### config.mk
export PLATFORM = sky130hd
export DESIGN_NAME = layer_seq_ctrl
export DESIGN_NICKNAME = d
export VERILOG_FILES = /design/src/rtl/layer_seq_ctrl.sv
export SDC_FILE = /design/constraint.sdc
export NUM_CORES = 1
export LEC_CHECK = 0
export BUFFER_PORTS_ARGS = -buffer_cell sky130_fd_sc_hd__buf_2
export CAP_MARGIN = 10
export CORE_ASPECT_RATIO = 1.4
export CORE_MARGIN = 2
export CORE_UTILIZATION = 33
export CTS_CLUSTER_DIAMETER = 200
export DETAILED_ROUTE_END_ITERATION = 7
export MAX_ROUTING_LAYER = met4
export SLEW_MARGIN = 20
export SYNTH_ARGS = -nofsm -noshare
export SYNTH_HDL_FRONTEND = slang
export SYNTH_SLANG_ARGS = --single-unit
### constraint.sdc
create_clock -name clk -period 7.05 [get_ports clk]
set_clock_uncertainty 0.05 [all_clocks]
set_input_delay 0 -clock clk [delete_from_list [all_inputs] [get_ports clk]]
set_output_delay 0 -clock clk [all_outputs]
set_load 0.02 [all_outputs]
### src/rtl/layer_seq_ctrl.sv
// Sequencer for one fully-connected layer: streams activations onto the shared neuron
// bus, collects every neuron's result, then writes them serially to the next layer buffer.
module layer_seq_ctrl #(
    parameter int NUM_INPUTS  = 30,
    parameter int NUM_NEURONS = 30,
    parameter int DATA_WIDTH  = 16,
    parameter int TIMEOUT     = 64,
    localparam int IAW = (NUM_INPUTS  > 1) ? $clog2(NUM_INPUTS)  : 1,
    localparam int OAW = (NUM_NEURONS > 1) ? $clog2(NUM_NEURONS) : 1
) (
    input  logic                              clk,
    input  logic                              rst,
    input  logic                              start,
    output logic [IAW-1:0]                    in_rd_addr,
    input  logic [DATA_WIDTH-1:0]             in_rd_data,
    output logic [DATA_WIDTH-1:0]             neur_in_data,
    output logic                              neur_in_valid,
    input  logic [NUM_NEURONS-1:0]            neur_out_valid,
    input  logic [NUM_NEURONS*DATA_WIDTH-1:0] neur_out_data,
    output logic                              out_wr_en,
    output logic [OAW-1:0]                    out_wr_addr,
    output logic [DATA_WIDTH-1:0]             out_wr_data,
    output logic                              busy,
    output logic                              done,
    output logic                              err
);

    typedef enum logic [2:0] {
        S_IDLE, S_PRIME, S_STREAM, S_WAIT, S_DRAIN, S_FIN
    } state_t;

    localparam int ICW = $clog2(NUM_INPUTS + 1);
    localparam int WCW = $clog2(TIMEOUT + 1);
    localparam logic [IAW-1:0] RD_FIRST  = IAW'((NUM_INPUTS > 1) ? 1 : 0);
    localparam logic [IAW-1:0] RD_LAST   = IAW'(NUM_INPUTS - 1);
    localparam logic [ICW-1:0] IN_ALL    = ICW'(NUM_INPUTS);
    localparam logic [WCW-1:0] WAIT_LAST = WCW'(TIMEOUT - 1);
    localparam logic [OAW-1:0] WR_LAST   = OAW'(NUM_NEURONS - 1);

    state_t                 state_q;
    logic [IAW-1:0]         rd_addr_q;
    logic [ICW-1:0]         in_cnt_q;
    logic                   vld_q;
    logic [DATA_WIDTH-1:0]  hold_q;
    logic [NUM_NEURONS-1:0] pending_q;
    logic [NUM_NEURONS-1:0] hit_d;
    logic [NUM_NEURONS-1:0] pending_d;
    logic [DATA_WIDTH-1:0]  cap_q [NUM_NEURONS];
    logic [WCW-1:0]         wait_cnt_q;
    logic                   wr_en_q;
    logic [OAW-1:0]         wr_addr_q;
    logic [DATA_WIDTH-1:0]  wr_data_q;
    logic                   busy_q;
    logic                   done_q;
    logic                   err_q;
    logic [DATA_WIDTH-1:0]  slot0_d;

    // Results are only accepted while a frame is in flight and only once per neuron.
    always_comb begin
        hit_d = '0;
        if (state_q == S_STREAM || state_q == S_WAIT) begin
            hit_d = neur_out_valid & pending_q;
        end
        pending_d = pending_q & ~hit_d;
        slot0_d   = hit_d[0] ? neur_out_data[DATA_WIDTH-1:0] : cap_q[0];
    end

    always_ff @(posedge clk) begin
        if (rst) begin
            state_q    <= S_IDLE;
            rd_addr_q  <= '0;
            in_cnt_q   <= '0;
            vld_q      <= 1'b0;
            hold_q     <= '0;
            pending_q  <= '0;
            wait_cnt_q <= '0;
            wr_en_q    <= 1'b0;
            wr_addr_q  <= '0;
            wr_data_q  <= '0;
            busy_q     <= 1'b0;
            done_q     <= 1'b0;
            err_q      <= 1'b0;
            for (int i = 0; i < NUM_NEURONS; i++) begin
                cap_q[i] <= '0;
            end
        end else begin
            done_q    <= 1'b0;
            pending_q <= pending_d;
            for (int i = 0; i < NUM_NEURONS; i++) begin
                if (hit_d[i]) begin
                    cap_q[i] <= neur_out_data[i*DATA_WIDTH +: DATA_WIDTH];
                end
            end
            if (vld_q) begin
                hold_q <= in_rd_data;
            end

            case (state_q)
                S_IDLE: begin
                    if (start) begin
                        state_q   <= S_PRIME;
                        busy_q    <= 1'b1;
                        err_q     <= 1'b0;
                        pending_q <= '1;
                        rd_addr_q <= '0;
                        in_cnt_q  <= '0;
                        for (int i = 0; i < NUM_NEURONS; i++) begin
                            cap_q[i] <= '0;
                        end
                    end
                end
                S_PRIME: begin
                    state_q   <= S_STREAM;
                    vld_q     <= 1'b1;
                    in_cnt_q  <= ICW'(1);
                    rd_addr_q <= RD_FIRST;
                end
                S_STREAM: begin
                    if (in_cnt_q == IN_ALL) begin
                        vld_q      <= 1'b0;
                        wait_cnt_q <= '0;
                        state_q    <= S_WAIT;
                    end else begin
                        in_cnt_q  <= in_cnt_q + ICW'(1);
                        rd_addr_q <= (rd_addr_q == RD_LAST) ? rd_addr_q : rd_addr_q + IAW'(1);
                    end
                end
                S_WAIT: begin
                    if (pending_d == '0 || wait_cnt_q == WAIT_LAST) begin
                        if (pending_d != '0) begin
                            err_q <= 1'b1;
                        end
                        state_q   <= S_DRAIN;
                        wr_en_q   <= 1'b1;
                        wr_addr_q <= '0;
                        wr_data_q <= slot0_d;
                    end else begin
                        wait_cnt_q <= wait_cnt_q + WCW'(1);
                    end
                end
                S_DRAIN: begin
                    if (wr_addr_q == WR_LAST) begin
                        wr_en_q <= 1'b0;
                        done_q  <= 1'b1;
                        state_q <= S_FIN;
                    end else begin
                        wr_addr_q <= wr_addr_q + OAW'(1);
                        wr_data_q <= cap_q[wr_addr_q + OAW'(1)];
                    end
                end
                S_FIN: begin
                    busy_q  <= 1'b0;
                    state_q <= S_IDLE;
                end
                default: state_q <= S_IDLE;
            endcase
        end
    end

    // The buffer returns data one cycle after the address, so the word is forwarded in its
    // valid cycle; hold_q keeps the bus stable (and known) between frames.
    assign neur_in_data  = vld_q ? in_rd_data : hold_q;
    assign neur_in_valid = vld_q;
    assign in_rd_addr    = rd_addr_q;
    assign out_wr_en     = wr_en_q;
    assign out_wr_addr   = wr_addr_q;
    assign out_wr_data   = wr_data_q;
    assign busy          = busy_q;
    assign done          = done_q;
    assign err           = err_q;

endmodule
Yosys cells after proc, flatten, opt, wreduce, memory -nomap -nowiden --
Memory sizes are Yosys's and may differ from the RTL's. Cells that the tools add are included.
Word-level totals: register bits 92, bits in latches 0, memory bits (writable) 480, memory bits (read-only) 0, input bits 529, output and inout bits 47, memories 1
Cells by class: $add $sub $neg 4, multiply operators 0, divide/modulo/power cells 0, $lt $le $gt $ge 0, equal/unequal tests 18, shift operators 0, muxes and demuxes 193, bitwise gates (word level) 64, reductions and logical operators 21
Memories:
- cap_q | words 30, bits a word 16, read ports 2, clocked after Yosys merged registers in 0, wr ports 30, line 48 | logic [DATA_WIDTH-1:0] cap_q [NUM_NEURONS];
Operator list (count):
- two-way mux 16 bit | 64
- two-way mux 1 bit | 104
- two-way mux 30 bit | 3
- bitwise AND 30 bit | 2
- OR 1 bit | 60
- case mux 16 bit (2 select lines) | 1
- logical NOT 30 bit | 1
- two-way mux 5 bit | 6
- inverter 30 bit | 1
- case mux 5 bit (3 select lines) | 2
- nonzero test 30 bit | 1
- adder 5 x 1 -> 5 bit, second input constant | 3
- == test 5 bit, second input constant | 3
- case mux 3 bit (5 select lines) | 1
- two-way mux 7 bit | 2
- case mux 7 bit (2 select lines) | 1
- two-way mux 3 bit | 4
- != test 2 bit, second input constant | 6
- AND reduction 3 bit | 4
- AND reduction 4 bit | 3
- case mux 5 bit (2 select lines) | 1
- nonzero test 2 bit | 5
- case mux 1 bit (2 select lines) | 4
- adder 7 x 1 -> 7 bit, second input constant | 1
- 11 further kinds | 17

Logic depth before layout (Yosys ltp) --
Gate-level depths: netlist of the first run.
word-level depth 9, mapped depth 11, depth with buffers taken out 8

Worst setup path before layout of the first run --
No wires, ideal clock.
path type register -> register, start point register wr_addr_q[1] (netlist: out_wr_addr[1]), end point register wr_data_q[11] (netlist: out_wr_data[11]), setup time 0.133 ns, arrival 2.627 ns, required time 6.867 ns, setup slack 4.241 ns, cell stages (with the launch flop) 11, path buffers 3, cell sequence dfxtp_1 > inv_1 > ha_1 > buf_2 > buf_4 > buf_2 > mux4_2 > mux2i_1 > o22ai_1 > a2111oi_0 > a21oi_2
Between the ends: cells in the longest elaborated chain, start to end 4, elaborated cells on any way between the ends 7, those cells by class add/sub (1); eq/ne (2); mux (2); reduce/logical (1); memory (1)
Ends and longest elaborated chain:
- start: declaration | line 51 | logic [OAW-1:0] wr_addr_q;
- start signal: assignment | line 147 | wr_addr_q <= wr_addr_q + OAW'(1);
- adder 5 x 1 -> 5 bit | line 148 | wr_data_q <= cap_q[wr_addr_q + OAW'(1)];
- memory read (30 x 16 bit)
- two-way mux 16 bit | line 142 | if (wr_addr_q == WR_LAST) begin
- case mux 16 bit (2 select lines) | line 98 | case (state_q)
- end signal: assignment | line 136 | wr_data_q <= slot0_d;
- end signal: assignment | line 148
- end: declaration | line 52 | logic [DATA_WIDTH-1:0] wr_data_q;
Several ways; a longest one is shown, not always the timed one. The select of a mux whose other input is x is not followed. A chain may end at the register's enable or synchronous reset.

==> metrics.txt, run 1 <==
core area slightly below 0.08 mm²; Reg area roughly 0.014 mm²; Port Buf Inserts 575; htree depth 2; CP Launch Point state_q[1]; Root Buffer clkbuf_16; Cells after Synth roughly 2500; # resized after CTS 0; post-synthesis register bit count 572; main area contributors after synthesis edfxtp_1 (30%), dfxtp_1 (25%), nand2_1 (8.0%), and2_1 (6.3%), mux4_2 (5.6%); Worst Tran Pin Value 1.13 ns; first-pass GRT wire length 158000 µm; clock network power share approximately 43%; fill count between 7000 and 8000; setup TNS 0 ns; fmax about 0.25 GHz; Clock Sinks ~570; P_sw around 2.0 mW; hold path start neur_out_valid[19]; Die X around 240 µm; ys async rst share 0%; die span in y between 300 and 400 µm; combinational share of power roughly 11%; io pins between 500 and 600; fin util between 40% and 50%; HP Class input port to flop; Leak about 15 nW; vias in the first global route roughly 24000; post-DP HPWL 77400 µm; final hold slack 0.0509 ns; Slew headroom 24.4%; Max-cap violations 0; # DRC 0; Non-Filler Instances 4694; RR Startpoint state_q[1]; sequential power share a little under half; initial DRC count roughly 1700; via count approximately 24000; final worst-path cycle share between 50% and 60%; placed insts about 4000; RSZ-0062 raised after global routing false; Pwr Total approximately 8.0 mW; Post-CTS Setup Bufs 0; TritonCTS buffer count a little under 60; Startpoint Class flop; initial antenna violation count 15; YS warnings 0; full die area 0.0803 mm²; row count approximately 120; status finished, final reports clean; layout cell share with drive strength beyond 1 22.9%; mean number of vias per cell between 5 and 6; synth-to-layout area growth 45.0%; Post-Route WL between 100000 and 150000 µm; Clk pin slew, worst setup/hold paths approximately 0.070 ns; top-count cell post-synth nand2_1; worst vdd ir around 0.00018 V; Pwr Density roughly 210 mW/mm²; Synth top area share between 20% and 30%; Syn Nets 3070; synth unique cells 70; Final Hold Fails 0; CP Capture Type flop; Clock Tree Buf Depth 3; Layout Nets between 4000 and 5000; Initial Util roughly 33%; Worst-Skew Late Latency about 0.64 ns; Worst EP arrival 4.46 ns; minimum clock period just under 4 ns; Int Power 5.99 mW; CP Max Fanout 17; Multi-input gate area about 0.011 mm²; DR WL/cell ~23 µm; largest net degree at the start of global routing 98; fin. max-slew vios 0; Yosys top cell by area edfxtp_1; drt first pass iters 5; syn avg cell area slightly above 10 µm²; Net Sw Frac around a quarter; Final GP Congestion about 0.91; CTS tree done; Overall Global Routing Usage between 20% and 30%; Most used DFF post-synth dfxtp_1; Crit Path Class flop to flop; synthesized area ~0.026 mm²; Post-synth EDFFs around 260; Synth top cells by count nand2_1 (549), dfxtp_1 (316), a21oi_1 (278), and2_1 (258), edfxtp_1 (256); grt total ovfl 0; Antenna Nets Post-Route 0; register area share after synthesis a little over half; Critical Path RT ~7.6 ns; hold buffers post-CTS around 570; Final Setup Violations 0
==> sequential cells by signal, indices dropped and copies added (netlist names) <==
name / count
busy: 1
err: 1
out_wr_addr: 5
in_cnt_q: 5
out_wr_en: 1
hold_q: 16
in_rd_addr: 5
neur_in_valid: 1
pending_q: 30
out_wr_data: 16
wait_cnt_q: 7
done: 1
state_q: 3
cap_q: 480
==> cell families (layout without fill, tap and decap cells) <==
family,after synthesis,count (layout),share of synthesized area [%]
AO/OA/AOI/OAI,510,510,12.3
XOR/XNOR,8,8,0.301
adder cells (fa/ha/maj),7,7,0.340
buffers and inverters,203,1301,3.35
flip-flops,572,572,54.4
multiplexers,177,177,10.1
other,0,17,0
AND/OR/NAND/NOR,1057,1057,19.3
==> critical path, cell delays in order, from the launching register on <==
cell	delay [ns]
dfxtp_1	0.61
nor2b_4	0.53
nand2_1	0.68
nor2_1	1.06
a22oi_1	0.18
dlygate4sd3_1	0.65
nor2_1	0.10
==> per-layer routing <==
metal  vias up  routed length [µm]  track usage (%)  part of all wire, %
li1      11000                   -                -                    -
met1     11600               43900             32.0                   40
met4         0                5720             13.0                  5.2
met5         -                   0                -                    0
met2      1017               53900             45.9                   49
met3       309                6540             5.03                  5.9
==> power groups by stage <==
stage | clock network [mW] | registers [mW] | logic (mW)
after global routing | 3.54 | 3.71 | 0.933
after global placement | 0 | 3.77 | 0.607
after floorplan | 0 | 3.73 | 0.279
after CTS | 3.42 | 3.70 | 0.857
after detailed placement | 0 | 3.77 | 0.609
final | 3.38 | 3.70 | 0.872
==> stage by stage <==
| step | area (µm²) | setup WS, ns |
|---|---|---|
| detailed placement | 29500 | 3.11 |
| global route | 37300 | 2.87 |
| global placement | 29500 | 3.09 |
| finish | 37300 | 3.11 |
| CTS | 37300 | 3.09 |
| floorplan | 25800 | 4.24 |
==> final timing paths <==
kind                                      end  slack (ns)  depth (start not counted)
worst max-delay path             cap_q[17][1]        3.11                          6
worst min-delay path             cap_q[19][4]        0.05                          4
worst max register to register   cap_q[17][1]        3.11                          6
worst min register to register  wait_cnt_q[6]        0.38                          2
==> cells in the final DEF (no fill, tap or decap), types with 9 or more instances in the layout <==
cell type / Yosys / routed
a2111oi_0: 16 / 16
a211oi_1: 16 / 16
a21oi_1: 278 / 278
a21oi_2: 10 / 10
a22oi_1: 32 / 32
a31oi_1: 9 / 9
a32o_1: 30 / 30
and2_1: 258 / 258
and3_1: 31 / 31
buf_2: 39 / 575
buf_4: 4 / 25
bufinv_16: 0 / 9
clkbuf_16: 0 / 62
dfxtp_1: 316 / 315
diode_2: 0 / 17
dlygate4sd3_1: 0 / 571
edfxtp_1: 256 / 256
inv_1: 18 / 18
mux2_2: 16 / 16
mux2i_1: 97 / 97
mux4_2: 64 / 64
nand2_1: 549 / 549
nand2b_1: 16 / 16
nand3_1: 22 / 22
nand4_1: 10 / 10
nor2_1: 126 / 118
o211ai_1: 19 / 19
o21ai_0: 38 / 23
o21ai_1: 2 / 9
o22ai_1: 20 / 20
o31ai_1: 16 / 16
==> area by class of cell <==
type                            count  area share, %
Sequential cell                   572           37.5
Multi-Input combinational cell   1759           29.5
Timing Repair Buffer             1174           23.7
Clock buffer                       67           4.21
Tap cell                         1045           3.50
Clock inverter                     40           1.27
Inverter                           20          0.201
Antenna cell                       17          0.114
Power figures use the tool's default switching activity.
==> inputs of run 2 (changes only) <==
==> constraint.sdc (replaced) <==
create_clock -name clk -period 3.4 [get_ports clk]
set_clock_uncertainty 0.05 [all_clocks]
set_input_delay 0 -clock clk [delete_from_list [all_inputs] [get_ports clk]]
set_output_delay 0 -clock clk [all_outputs]
set_load 0.02 [all_outputs]
==> metrics.txt, run 2 (synthesis gave the netlist of run 1 again) <==
status finished, final reports clean; row count 121; TritonCTS buffer count just under 60; via count approximately 24000; Slowest-stage cell, CP a2111oi_0; die span in y ~330 µm; fill count ~7000; initial antenna violation count 12; fmax 0.310 GHz; leading cell type in the layout, fill and taps excluded buf_2; Crit Path Class flop to flop; Worst Tran Pin Value around 1.0 ns; Setup WS pre-CTS 0.164 ns; mean number of vias per cell 5.06; initial DRC count 1514; Worst path max stage delay between 0.6 and 0.7 ns; Clk pin slew, worst setup/hold paths approximately 0.070 ns; Post-CTS Setup Bufs 0; Slew headroom approximately 32%; Startpoint Class flop; Die X ~240 µm; io pins about 580; layout cell share with drive strength beyond 1 between 20% and 30%; Final Setup Violations 0; drt first pass iters 5; max reg flops between 400 and 500; P_sw between 3 and 4 mW; synth-to-layout area growth 44.9%; Initial Util about a third; setup TNS 0 ns; Leak 14.7 nW; Critical Path RT between 3 and 4 ns; Overall Global Routing Usage between 20% and 30%; CP cell instances inv_1, ha_4, buf_12, buf_12, mux2i_1, nor2_1, a21oi_1, o21ai_0, a2111oi_0, a21oi_2; # DRC 0; full die area about 0.08 mm²; Crit path top cell by count buf_12; final worst-path cycle share a little over nine tenths; grt total ovfl 0; CTS tree done; final hold slack around 0.03 ns; CP delay by family, top compound AO/OA/AOI/OAI gates; Max-cap violations 0; vias in the first global route ~24000; Worst EP arrival around 3.7 ns; core area a little under 0.08 mm²; Int Power around 12 mW; Clock Tree Buf Depth 3; Finished Cell Area about 0.037 mm²; Largest Register cap_q; CP Max Fanout 33; Net Sw Frac 24.6%; Antenna Nets Post-Route 0; Placement Cell Area roughly 0.030 mm²; sequential power share a little under half; RSZ-0062 raised after global routing false; Port Buf Inserts between 500 and 600; Worst-Skew Late Latency ~0.64 ns; HP Class input port to flop; largest registers cap_q: 480 flops, pending_q: 30 flops; minimum clock period roughly 3.2 ns; Final GP Congestion slightly below 0.9; setup ws final 0.170 ns; htree depth 2; CP Capture Type flop; Post-Route WL 107000 µm; DR WL/cell roughly 23 µm; WP buf/inv 3; most frequent cells in the layout buf_2 (575), dlygate4sd3_1 (551), nand2_1 (549); fin. max-slew vios 0; combinational share of power about 12%; clock network power share a little over 40%; Final Hold Fails 0; Clock Sinks ~570; Layout Nets between 4000 and 5000; Root Buffer clkbuf_16; Pwr Density 426 mW/mm²; first-pass GRT wire length between 150000 and 200000 µm; # resized after CTS 0; hold buffers post-CTS between 500 and 600; largest net degree at the start of global routing slightly below 100; post-DP HPWL around 74000 µm; worst vdd ir 0.000349 V
## run 2: layout make-up
type / count / area [µm²] / area share, %
Antenna cell: 11 / 27.5 / 0.0737
Clock buffer: 79 / 1630 / 4.38
Clock inverter: 28 / 240 / 0.644
Inverter: 20 / 75.1 / 0.201
Multi-Input combinational cell: 1759 / 11000 / 29.4
Sequential cell: 572 / 14000 / 37.6
Tap cell: 1045 / 1310 / 3.50
Timing Repair Buffer: 1199 / 9050 / 24.3
## run 2: routing by layer
metal / global-route usage (%) / share of wire [%]
met5: - / 0
met1: 30.2 / 39
met4: 15.5 / 6.7
met2: 43.8 / 48
met3: 4.89 / 6.2
## run 2: power by group through the flow
stage / logic (mW) / clock network [mW] / registers, mW
after floorplan: 0.579 / 0 / 7.74
after global placement: 1.31 / 0 / 7.77
after detailed placement: 1.31 / 0 / 7.78
after CTS: 1.81 / 6.60 / 7.63
after global routing: 1.95 / 6.83 / 7.66
final: 1.83 / 6.46 / 7.63
## run 2: final timing paths
kind | depth (start not counted) | endpoint | slack [ns] | startpoint
hold reg to reg | 2 | cap_q[22][1] | 0.40 | cap_q[22][1]
hold / removal | 4 | cap_q[26][6] | 0.03 | neur_out_valid[26]
setup reg to reg | 10 | out_wr_data[7] | 0.17 | out_wr_addr[1]
setup / recovery | 10 | out_wr_data[7] | 0.17 | out_wr_addr[1]
## run 2: per-stage QoR
stage / utilization, % / total power [mW] / cells
CTS: 48.1 / 16.0 / 4702
finish: 48.2 / 15.9 / 4713
floorplan: - / 8.32 / 2534
detailed placement: 38.6 / 9.08 / 4044
global route: 48.2 / 16.4 / 4713
global placement: 38.6 / 9.07 / 4044
## run 2: worst register-to-register path: stages (launching register included)
cell and delay (ns):
dfxtp_1 0.41, inv_1 0.12, ha_4 0.46, buf_12 0.22
buf_12 0.25, mux2i_1 0.39, nor2_1 0.06, a21oi_1 0.14
o21ai_0 0.26, a2111oi_0 0.62, a21oi_2 0.10
